`src/rtl/rider_load_mon_if.sv`:
```
// Load-cell sample strobe, settle-timer clear and the registered condition
// flags exchanged between the A2D front end / steering FSM and rider_load_mon.
interface rider_load_mon_if;
  logic [11:0] lft_ld;
  logic [11:0] rght_ld;
  logic        ld_vld;
  logic        clr_tmr;
  logic        sum_gt_min;
  logic        sum_lt_min;
  logic        diff_gt_1_4;
  logic        diff_gt_15_16;
  logic        tmr_full;

  modport master (
    output lft_ld, rght_ld, ld_vld, clr_tmr,
    input  sum_gt_min, sum_lt_min, diff_gt_1_4, diff_gt_15_16, tmr_full
  );

  modport slave (
    input  lft_ld, rght_ld, ld_vld, clr_tmr,
    output sum_gt_min, sum_lt_min, diff_gt_1_4, diff_gt_15_16, tmr_full
  );
endinterface

```
`src/rtl/rider_load_mon.sv`:
```
// Rider load monitor: captures load-cell pairs, registers weight/balance flags,
// runs the rider-settle timer and forces "rider off" when samples go stale.
module rider_load_mon #(
  parameter logic [11:0] MIN_RIDER_WT = 12'h200,
  parameter logic [11:0] WT_HYST      = 12'h040,
  parameter logic [25:0] TMR_FULL_CNT = 26'd65_000_000,
  parameter logic [20:0] STALE_CYC    = 21'd1_000_000
) (
  input  logic              clk,
  input  logic              rst_n,
  rider_load_mon_if.slave   bus
);

  localparam logic [12:0] THR_HI = {1'b0, MIN_RIDER_WT} + {1'b0, WT_HYST};
  localparam logic [12:0] THR_LO = (MIN_RIDER_WT > WT_HYST) ?
                                   {1'b0, MIN_RIDER_WT - WT_HYST} : 13'd0;

  logic [11:0] r_lft_q;
  logic [11:0] r_rght_q;
  logic [20:0] r_stale_cnt;
  logic [25:0] r_tmr_cnt;
  logic        r_sum_gt_min;
  logic        r_sum_lt_min;
  logic        r_diff_gt_1_4;
  logic        r_diff_gt_15_16;

  logic [12:0] w_sum;
  logic [11:0] w_diff;
  logic [10:0] w_quarter;
  logic [12:0] w_ff16;
  logic        w_stale;
  logic        w_gt_min;
  logic        w_lt_min;
  logic        w_gt_1_4;
  logic        w_gt_15_16;

  always_ff @(posedge clk or negedge rst_n) begin
    if (!rst_n) begin
      r_lft_q  <= '0;
      r_rght_q <= '0;
    end else if (bus.ld_vld) begin
      r_lft_q  <= bus.lft_ld;
      r_rght_q <= bus.rght_ld;
    end
  end

  assign w_sum     = {1'b0, r_lft_q} + {1'b0, r_rght_q};
  assign w_diff    = (r_lft_q >= r_rght_q) ? (r_lft_q - r_rght_q) : (r_rght_q - r_lft_q);
  assign w_quarter = w_sum[12:2];
  // 15*sum needs 17 bits; floor of the /16 keeps the upper 13
  assign w_ff16    = 13'((17'(w_sum) * 17'd15) >> 4);

  assign w_gt_min   = (w_sum > THR_HI);
  assign w_lt_min   = (w_sum < THR_LO);
  assign w_gt_1_4   = (w_sum != 13'd0) && (w_diff > {1'b0, w_quarter});
  assign w_gt_15_16 = (w_sum != 13'd0) && ({1'b0, w_diff} > w_ff16);

  assign w_stale = (r_stale_cnt == STALE_CYC);

  always_ff @(posedge clk or negedge rst_n) begin
    if (!rst_n) begin
      r_stale_cnt <= '0;
    end else if (bus.ld_vld) begin
      r_stale_cnt <= '0;
    end else if (!w_stale) begin
      r_stale_cnt <= r_stale_cnt + 21'd1;
    end
  end

  // Stale samples look like an empty platform so the FSM drops steering.
  always_ff @(posedge clk or negedge rst_n) begin
    if (!rst_n) begin
      r_sum_gt_min    <= 1'b0;
      r_sum_lt_min    <= 1'b0;
      r_diff_gt_1_4   <= 1'b0;
      r_diff_gt_15_16 <= 1'b0;
    end else if (w_stale) begin
      r_sum_gt_min    <= 1'b0;
      r_sum_lt_min    <= 1'b1;
      r_diff_gt_1_4   <= 1'b0;
      r_diff_gt_15_16 <= 1'b0;
    end else begin
      r_sum_gt_min    <= w_gt_min;
      r_sum_lt_min    <= w_lt_min;
      r_diff_gt_1_4   <= w_gt_1_4;
      r_diff_gt_15_16 <= w_gt_15_16;
    end
  end

  always_ff @(posedge clk or negedge rst_n) begin
    if (!rst_n) begin
      r_tmr_cnt <= '0;
    end else if (bus.clr_tmr) begin
      r_tmr_cnt <= '0;
    end else if (r_tmr_cnt != TMR_FULL_CNT) begin
      r_tmr_cnt <= r_tmr_cnt + 26'd1;
    end
  end

  assign bus.sum_gt_min    = r_sum_gt_min;
  assign bus.sum_lt_min    = r_sum_lt_min;
  assign bus.diff_gt_1_4   = r_diff_gt_1_4;
  assign bus.diff_gt_15_16 = r_diff_gt_15_16;
  assign bus.tmr_full      = (r_tmr_cnt == TMR_FULL_CNT);

endmodule

```
`src/flat_wrapper.sv`:
```
// flat-port wrapper written by rule: the top's interface ports become plain ports
module rider_load_mon_flat 
#(
  parameter logic [11:0] MIN_RIDER_WT = 12'h200,
  parameter logic [11:0] WT_HYST      = 12'h040,
  parameter logic [25:0] TMR_FULL_CNT = 26'd65_000_000,
  parameter logic [20:0] STALE_CYC    = 21'd1_000_000
)
  (clk, rst_n, bus_lft_ld, bus_rght_ld, bus_ld_vld, bus_clr_tmr, bus_sum_gt_min, bus_sum_lt_min, bus_diff_gt_1_4, bus_diff_gt_15_16, bus_tmr_full);
  rider_load_mon_if bus_i ();
  input  logic clk;
  input  logic rst_n;
  input wire logic [$bits(bus_i.lft_ld)-1:0] bus_lft_ld;
  input wire logic [$bits(bus_i.rght_ld)-1:0] bus_rght_ld;
  input wire logic [$bits(bus_i.ld_vld)-1:0] bus_ld_vld;
  input wire logic [$bits(bus_i.clr_tmr)-1:0] bus_clr_tmr;
  output wire logic [$bits(bus_i.sum_gt_min)-1:0] bus_sum_gt_min;
  output wire logic [$bits(bus_i.sum_lt_min)-1:0] bus_sum_lt_min;
  output wire logic [$bits(bus_i.diff_gt_1_4)-1:0] bus_diff_gt_1_4;
  output wire logic [$bits(bus_i.diff_gt_15_16)-1:0] bus_diff_gt_15_16;
  output wire logic [$bits(bus_i.tmr_full)-1:0] bus_tmr_full;
  assign bus_i.lft_ld = bus_lft_ld;
  assign bus_i.rght_ld = bus_rght_ld;
  assign bus_i.ld_vld = bus_ld_vld;
  assign bus_i.clr_tmr = bus_clr_tmr;
  assign bus_sum_gt_min = bus_i.sum_gt_min;
  assign bus_sum_lt_min = bus_i.sum_lt_min;
  assign bus_diff_gt_1_4 = bus_i.diff_gt_1_4;
  assign bus_diff_gt_15_16 = bus_i.diff_gt_15_16;
  assign bus_tmr_full = bus_i.tmr_full;
  rider_load_mon #(.MIN_RIDER_WT(MIN_RIDER_WT), .WT_HYST(WT_HYST), .TMR_FULL_CNT(TMR_FULL_CNT), .STALE_CYC(STALE_CYC)) u_core (.clk(clk), .rst_n(rst_n), .bus(bus_i));
endmodule
```
`config.mk`:
```
export PLATFORM = sky130hd
export DESIGN_NAME = rider_load_mon_flat
export DESIGN_NICKNAME = d
export VERILOG_FILES = /design/src/rtl/rider_load_mon_if.sv /design/src/rtl/rider_load_mon.sv /design/src/flat_wrapper.sv
export SDC_FILE = /design/constraint.sdc
export NUM_CORES = 1
export LEC_CHECK = 0
export BUFFER_PORTS_ARGS = -buffer_cell sky130_fd_sc_hd__buf_2
export CAP_MARGIN = 30
export CORE_UTILIZATION = 45
export DETAILED_ROUTE_END_ITERATION = 10
export SLEW_MARGIN = 20
export SYNTH_ARGS = -nofsm -noshare
export SYNTH_HDL_FRONTEND = slang
export SYNTH_SLANG_ARGS = --single-unit
```
`constraint.sdc`:
```
create_clock -name clk -period 5.4 [get_ports clk]
set_clock_uncertainty 0.05 [all_clocks]
set_input_delay 1.62 -clock clk [delete_from_list [all_inputs] [get_ports clk]]
set_output_delay 1.62 -clock clk [all_outputs]
set_load 0.01 [all_outputs]
```
==> key figures, run 1 <==
Floorplan
  • Io pins: 33
  • Initial core utilization: 0.462
  • Die X: 124 um
  • Num rows: 44
  • Die Y: 124 um
  • Die area: 15400 um2
  • Core footprint: 14500 um2

Place
  • Placed Cells incl. Taps: 1005
  • DP Worst Slack: -0.178 ns
  • DP HPWL: 11500 um
  • Routability Congestion: 0.921
  • PortBufs: 32

Finish
  • FILL cells: 1405
  • Area grow syn2layout: 16.1%
  • Proportion of layout cells with a drive suffix above 1: 0.152
  • Most frequent cells in the layout: 83 x ha_1, 79 x inv_1, 74 x dfrtp_1, 67 x nor2_1, 63 x nand2_1
  • Final Util: 0.536
  • Nets: 968
  • Commonest non-fill, non-tap cell in the layout: ha_1
  • ANT cells: 0
  • Fin cells: 1027

Drt
  • First-pass iteration count of the detailed router: 4
  • Drt wl/cell: 14.6 um
  • DR vias: 5563
  • Initial drt markers: 199
  • DRT Wirelength: 15000 um
  • DRC viols: 0
  • Routed Antenna Nets: 0
  • Post-DR vias/cell: 5.42

Logic synthesis
  • Ys async rst share: 1.00
  • Syn. warnings: 0
  • Distinct cells, synth: 64
  • Syn_area_per_cell: 8.62 um2
  • Number of flops mapped to enable cells by yosys: 0
  • Gate Count Post-Synth: 779
  • Post-synthesis sequential area ratio: 0.280
  • Synth Net Count: 909
  • Post-synthesis sequential element count: 75
  • Post-synthesis cell area: 6710 um2
  • Post-synth top flop: dfrtp_1

Timing
  • Max-slew violation count: 0
  • Min Hold Slack: 0.494 ns
  • Max frequency: 0.193 GHz
  • Final setup violation count: 0
  • Post-route minimum period: 5.19 ns
  • Final Hold Vio Count: 0
  • Final WS setup: 0.207 ns
  • Worst Tran Pin Value: 0.893 ns
  • Max-slew headroom: 0.399
  • Final period util: 0.962

Clock network
  • Clock sink total: 75
  • Worst skew pair latency: 0.35 ns
  • Worst-path clk slew: 0.07 ns
  • CTS buffer count: 9
  • H-tree lvl count: 3
  • Longest Clk Path Bufs: 2
  • CTS tree: done
  • Clock root buffer: clkbuf_16
  • Cts hold-fix bufs: 0

Worst setup path
  • Startpoint types: flip-flop
  • Worst Path Buf+Inv: 1
  • Slowest stage delay, CP: 0.50 ns
  • Critical-path maximum fanout: 3
  • Delay-heaviest family, CP: adder cells
  • Cell depth of the worst setup path: 22
  • R2R depth: 22
  • CP Capture Type: flip-flop
  • Req. time, crit path: 5.59 ns
  • CP max stage cell: fa_1
  • CP Class: reg2reg
  • Critical Path AT: 5.38 ns
  • Worst path cell trace: ha_1 -> fa_2 -> and2b_2 -> o21ai_1 -> nand4b_1 -> a41oi_2 -> xnor2_2 -> xor2_2 -> xor2_1 -> fa_1 -> inv_1 -> ha_1 -> or2_2 -> a21oi_2 -> a21oi_2 -> a21oi_2 -> o21bai_1 -> xnor2_1 -> ha_1 -> nand4_1 -> nor3_1 -> a2111oi_2

Global routing
  • Vias in the first global route: 5536
  • Initial antenna violation count: 0
  • Pin count of the biggest net entering global routing: 76
  • First-pass GRT wire length: 25300 um
  • Total congestion overflow: 0
  • GRT Overall Usage: 0.210

Run
  • Max_cap viols: 0

Status
  • Status: complete, no violations

Hold path
  • Worst min path class: reg2reg
  • Hold depth: 2

Power and ir drop
  • VDD IR max: 0.438 mV
  • Total chip power: 5.21 mW
  • Leakage: 3.64 nW
  • Pwr/cell area: 668 nW/um2
worst paths after layout:
path	startpoint	endpoint	slack, ns
setup reg to reg	u_core.r_rght_q[0]	u_core.bus.diff_gt_15_16	0.21
min in group asynchronous	rst_n	u_core.r_stale_cnt[9]	1.11
max in group asynchronous	rst_n	u_core.r_lft_q[1]	3.59
hold / removal	u_core.r_stale_cnt[19]	u_core.r_stale_cnt[19]	0.49
hold reg to reg	u_core.r_stale_cnt[19]	u_core.r_stale_cnt[19]	0.49
setup / recovery	u_core.r_rght_q[0]	u_core.bus.diff_gt_15_16	0.21
registers in the layout (all words and copies together), names as in the netlist:
register,count
u_core.r_tmr_cnt,26
u_core.r_lft_q,12
u_core.r_rght_q,12
u_core.bus.diff_gt_1_4,1
u_core.bus.sum_gt_min,1
u_core.bus.sum_lt_min,1
u_core.r_stale_cnt,21
u_core.bus.diff_gt_15_16,1
what timing repair did:
action | in CTS | in global routing
buffers inserted | 0 | 5
resized for setup | 6 | 26
pin swaps | 3 | 12
endpoints found under the setup margin | 1 | 1
cells in the mapped netlist (3+ instances only):
cell	n	share of area
o21a_1	7	0.0078
fa_1	15	0.045
o21ai_0	60	0.045
o21bai_1	6	0.0067
nor4_1	3	0.0028
a21o_1	7	0.0078
or2_2	4	0.0037
o221ai_1	4	0.0052
a21oi_1	47	0.035
xnor2_1	38	0.050
dfrtp_1	75	0.28
mux2i_1	5	0.0075
buf_2	4	0.0030
nand4_1	19	0.018
nand2b_1	6	0.0056
inv_1	79	0.044
nor2b_1	9	0.0084
or3_1	13	0.012
nand3_1	26	0.019
ha_1	87	0.16
nor3_1	11	0.0082
nor4b_1	7	0.0091
clkbuf_1	15	0.0084
a31oi_1	4	0.0037
mux2_2	3	0.0050
and3_1	13	0.012
nand2_1	63	0.035
xor2_1	37	0.048
a211oi_1	4	0.0045
nor2_1	68	0.038
worst min-delay path: cells and delay by family (launching register included):
kind / cells / cell delay, ns
flip-flops: 1 / 0.36
AND/OR/NAND/NOR: 1 / 0.07
XOR/XNOR: 1 / 0.07
report_power, final:
part	total [mW]	internal, mW	leakage [nW]	switching (mW)
clock	0.661	0.407	0.152	0.254
sequential	0.617	0.596	0.988	0.0210
combinational	3.93	1.88	2.50	2.05
total	5.21	2.88	3.64	2.33
layer usage:
| metal | wire, um | global-route usage | vias to the layer above |
|---|---|---|---|
| met5 | 0 | 0 | - |
| met3 | 364 | 0.0288 | 15 |
| met4 | 210 | 0.0685 | 0 |
| met2 | 7530 | 0.373 | 70 |
| met1 | 6900 | 0.259 | 2694 |
| li1 | - | - | 2784 |
logic make-up after synthesis:
group	share of synthesized area
AOI/OAI and AO/OA	0.147
and+or+nand+nor	0.183
xor gates and xnor gates	0.108
adders and majority gates	0.208
buffers and inverters	0.0621
DFF	0.280
muxes	0.0125
metrics by stage:
stage          setup TNS (ns)  area (um2)
2_1_floorplan               0        6720
3_3_place_gp                0        7240
3_5_place_dp           -0.178        7240
4_1_cts                     0        7590
5_1_grt               -0.0280        7790
6_report                    0        7790
area by class of cell:
cell class / instances / area [um2] / area share
inverters: 81 / 304 / 0.0390
clock inverters: 7 / 97.6 / 0.0125
well taps: 184 / 230 / 0.0295
multi-input cells: 601 / 4580 / 0.588
flip-flops and latches: 75 / 1880 / 0.241
clock buffers: 9 / 225 / 0.0289
repair buffers: 70 / 475 / 0.0610
Power figures use the tool's default switching activity.
==> run 2, diff against run 1 <==
--- a/config.mk
+++ b/config.mk
@@ -7,8 +7,10 @@
 export LEC_CHECK = 0
 export BUFFER_PORTS_ARGS = -buffer_cell sky130_fd_sc_hd__buf_2
 export CAP_MARGIN = 30
+export CORE_MARGIN = 2
 export CORE_UTILIZATION = 45
 export DETAILED_ROUTE_END_ITERATION = 10
+export PLACE_DENSITY_LB_ADDON = 0.1
 export SLEW_MARGIN = 20
 export SYNTH_ARGS = -nofsm -noshare
 export SYNTH_HDL_FRONTEND = slang
==> key figures, run 2 (synthesis gave the netlist of run 1 again) <==
Clock network
  • Cts hold-fix bufs: 0 (unchanged)
  • CTS tree: done
  • H-tree lvl count: 3 (unchanged)
  • CTS buffer count: 9 (unchanged)
  • Clock root buffer: clkbuf_16
  • Worst-path clk slew: 0.06 ns (about the same)
  • Clock sink total: 75 (unchanged)
  • Worst skew pair latency: 0.34 ns (about the same)
  • Longest Clk Path Bufs: 2 (unchanged)

Worst setup path
  • Req. time, crit path: 5.57 ns (-0.02 ns)
  • Delay-heaviest family, CP: compound AO/OA/AOI/OAI gates
  • Critical Path AT: 5.36 ns (-0.02 ns)
  • CP Class: reg2reg
  • Slowest stage delay, CP: 0.49 ns (about the same)
  • CP Capture Type: flip-flop
  • CP max stage cell: fa_1
  • Worst Path Buf+Inv: 2 (+1)
  • Startpoint types: flip-flop
  • Critical-path maximum fanout: 5 (+2)
  • Worst path cell trace: ha_4 -> nor2b_1 -> o21a_1 -> o31a_1 -> o31ai_4 -> buf_6 -> o311ai_4 -> xnor2_2 -> xor2_1 -> buf_4 -> ha_1 -> fa_1 -> ha_1 -> a21oi_2 -> a21oi_2 -> a21oi_2 -> o21bai_1 -> xnor2_1 -> ha_1 -> nand4_1 -> nor3_2 -> a2111oi_2

Power and ir drop
  • Clk pwr share: 0.129 (+0.002)
  • Psw: 2.40 mW (+2.9%)
  • Sequential power share: 0.113 (-0.005)
  • Leakage: 3.71 nW (+1.8%)
  • Total chip power: 5.44 mW (+4.5%)
  • Sw Share: 0.440 (-0.00677)
  • Internal power: 3.05 mW (+5.8%)
  • Pwr/cell area: 688 nW/um2 (+2.9%)
  • Comb pwr share: 0.758 (+0.003)
  • VDD IR max: 0.441 mV (+0.83%)

Timing
  • Final setup violation count: 0 (unchanged)
  • Final Hold Vio Count: 0 (unchanged)
  • Min Hold Slack: 0.495 ns (+0.00125 ns)
  • Max-slew headroom: 0.429 (+0.0296)
  • Max frequency: 0.192 GHz (about the same)
  • Final WS setup: 0.204 ns (-0.00295 ns)
  • Max-slew violation count: 0 (unchanged)
  • Final period util: 0.962 (about the same)
  • Post-route minimum period: 5.20 ns (+0.00296 ns)
  • Worst Tran Pin Value: 0.849 ns (-0.0440 ns)

Place
  • Routability Congestion: 0.840 (-8.8%)
  • PortBufs: 32 (unchanged)
  • DP Area: 7290 um2 (+0.62%)
  • DP Worst Slack: -0.336 ns (-0.159 ns)
  • DP HPWL: 11900 um (+3.3%)

Global routing
  • Total congestion overflow: 0 (unchanged)
  • Pin count of the biggest net entering global routing: 76 (unchanged)
  • Initial antenna violation count: 0 (unchanged)
  • Vias in the first global route: 5660 (+2.2%)
  • First-pass GRT wire length: 26200 um (+3.6%)
  • GRT Overall Usage: 0.200 (-0.00972)

Finish
  • Nets: 975 (+0.72%)
  • Largest registers: u_core.r_tmr_cnt (26), u_core.r_stale_cnt (21)
  • Commonest non-fill, non-tap cell in the layout: ha_1
  • Biggest register: u_core.r_tmr_cnt
  • Fin area: 7920 um2 (+1.6%)
  • Multi-input logic area: 4640 um2 (+1.2%)
  • ANT cells: 0 (unchanged)
  • FF+latch area: 1880 um2 (unchanged)
  • Most frequent cells in the layout: 82 x ha_1, 78 x inv_1, 74 x dfrtp_1, 67 x nor2_1, 63 x nand2_1
  • Area grow syn2layout: 17.9%
  • Proportion of layout cells with a drive suffix above 1: 0.164 (+0.0119)
  • Max FFs per register: 26 (unchanged)
  • FILL cells: 1360 (-3.2%)

Floorplan
  • Io pins: 33 (unchanged)
  • Die area: 15900 um2 (+3.2%)
  • Die X: 126 um (+1.6%)
  • Initial core utilization: 0.462 (unchanged)
  • Num rows: 44 (unchanged)
  • Die Y: 126 um (+1.6%)
  • Core footprint: 14500 um2 (unchanged)

Drt
  • DRT Wirelength: 15400 um (+2.4%)
  • Initial drt markers: 254 (+28%)
  • Post-DR vias/cell: 5.40 (-0.38%)
  • Routed Antenna Nets: 0 (unchanged)
  • Drt wl/cell: 14.9 um (+1.8%)
  • DR vias: 5574 (+0.20%)
  • DRC viols: 0 (unchanged)
  • First-pass iteration count of the detailed router: 4 (unchanged)

Status
  • Status: complete, no violations

Hold path
  • Worst min path class: reg2reg

Run
  • Max_cap viols: 0 (unchanged)
run 2: metrics by stage:
stage	TNS (ns)	instances	util
6_report	0	1033	0.545
5_1_grt	-0.0195	1033	0.545
4_1_cts	0	1026	0.527
3_5_place_dp	-0.336	1011	0.501
3_3_place_gp	0	1011	0.501
2_1_floorplan	0	779	-
run 2: timing repair:
item | CTS | global route
endpoints found under the setup margin | 1 | 1
gates cloned | 0 | 0
pin swaps | 1 | 28
gates resized for setup | 9 | 33
hold endpoints to repair | 0 | 0
setup buffers | 0 | 6
run 2: tightest hold or removal path, cell delays in order (launching register included):
cell and delay [ns]:
dfrtp_1 0.36, xor2_1 0.07, nor2_1 0.07
run 2: final timing paths:
kind,slack [ns],end,cells past startpoint,startpoint
worst min-delay path,0.49,u_core.r_stale_cnt[19],2,u_core.r_stale_cnt[19]
worst min register to register,0.49,u_core.r_stale_cnt[19],2,u_core.r_stale_cnt[19]
worst max register to register,0.20,u_core.bus.diff_gt_15_16,22,u_core.r_lft_q[1]
worst max-delay path,0.20,u_core.bus.diff_gt_15_16,22,u_core.r_lft_q[1]
min in group asynchronous,1.15,u_core.r_tmr_cnt[5],1,rst_n
max in group asynchronous,3.56,u_core.r_stale_cnt[1],2,rst_n
run 2: area by class of cell:
type	instances	area share
Clock buffer	11	0.0307
Clock inverter	4	0.0125
Inverter	81	0.0384
Multi-Input combinational cell	601	0.585
Sequential cell	75	0.237
Tap cell	184	0.0291
Timing Repair Buffer	77	0.0667
run 2: routing by layer:
layer / track usage / wire length (um) / vias up
met5: 0 / 0 / -
met4: 0.0705 / 322 / 0
met3: 0.0408 / 510 / 22
met2: 0.342 / 7570 / 83
met1: 0.251 / 6950 / 2673
li1: - / - / 2796
run 2: power groups by stage:
stage / registers, mW / logic (mW) / clock network (mW)
finish: 0.617 / 4.13 / 0.701
global route: 0.622 / 4.69 / 0.737
CTS: 0.616 / 3.81 / 0.719
floorplan: 0.628 / 2.72 / 0
global placement: 0.626 / 3.57 / 0
detailed placement: 0.627 / 3.70 / 0
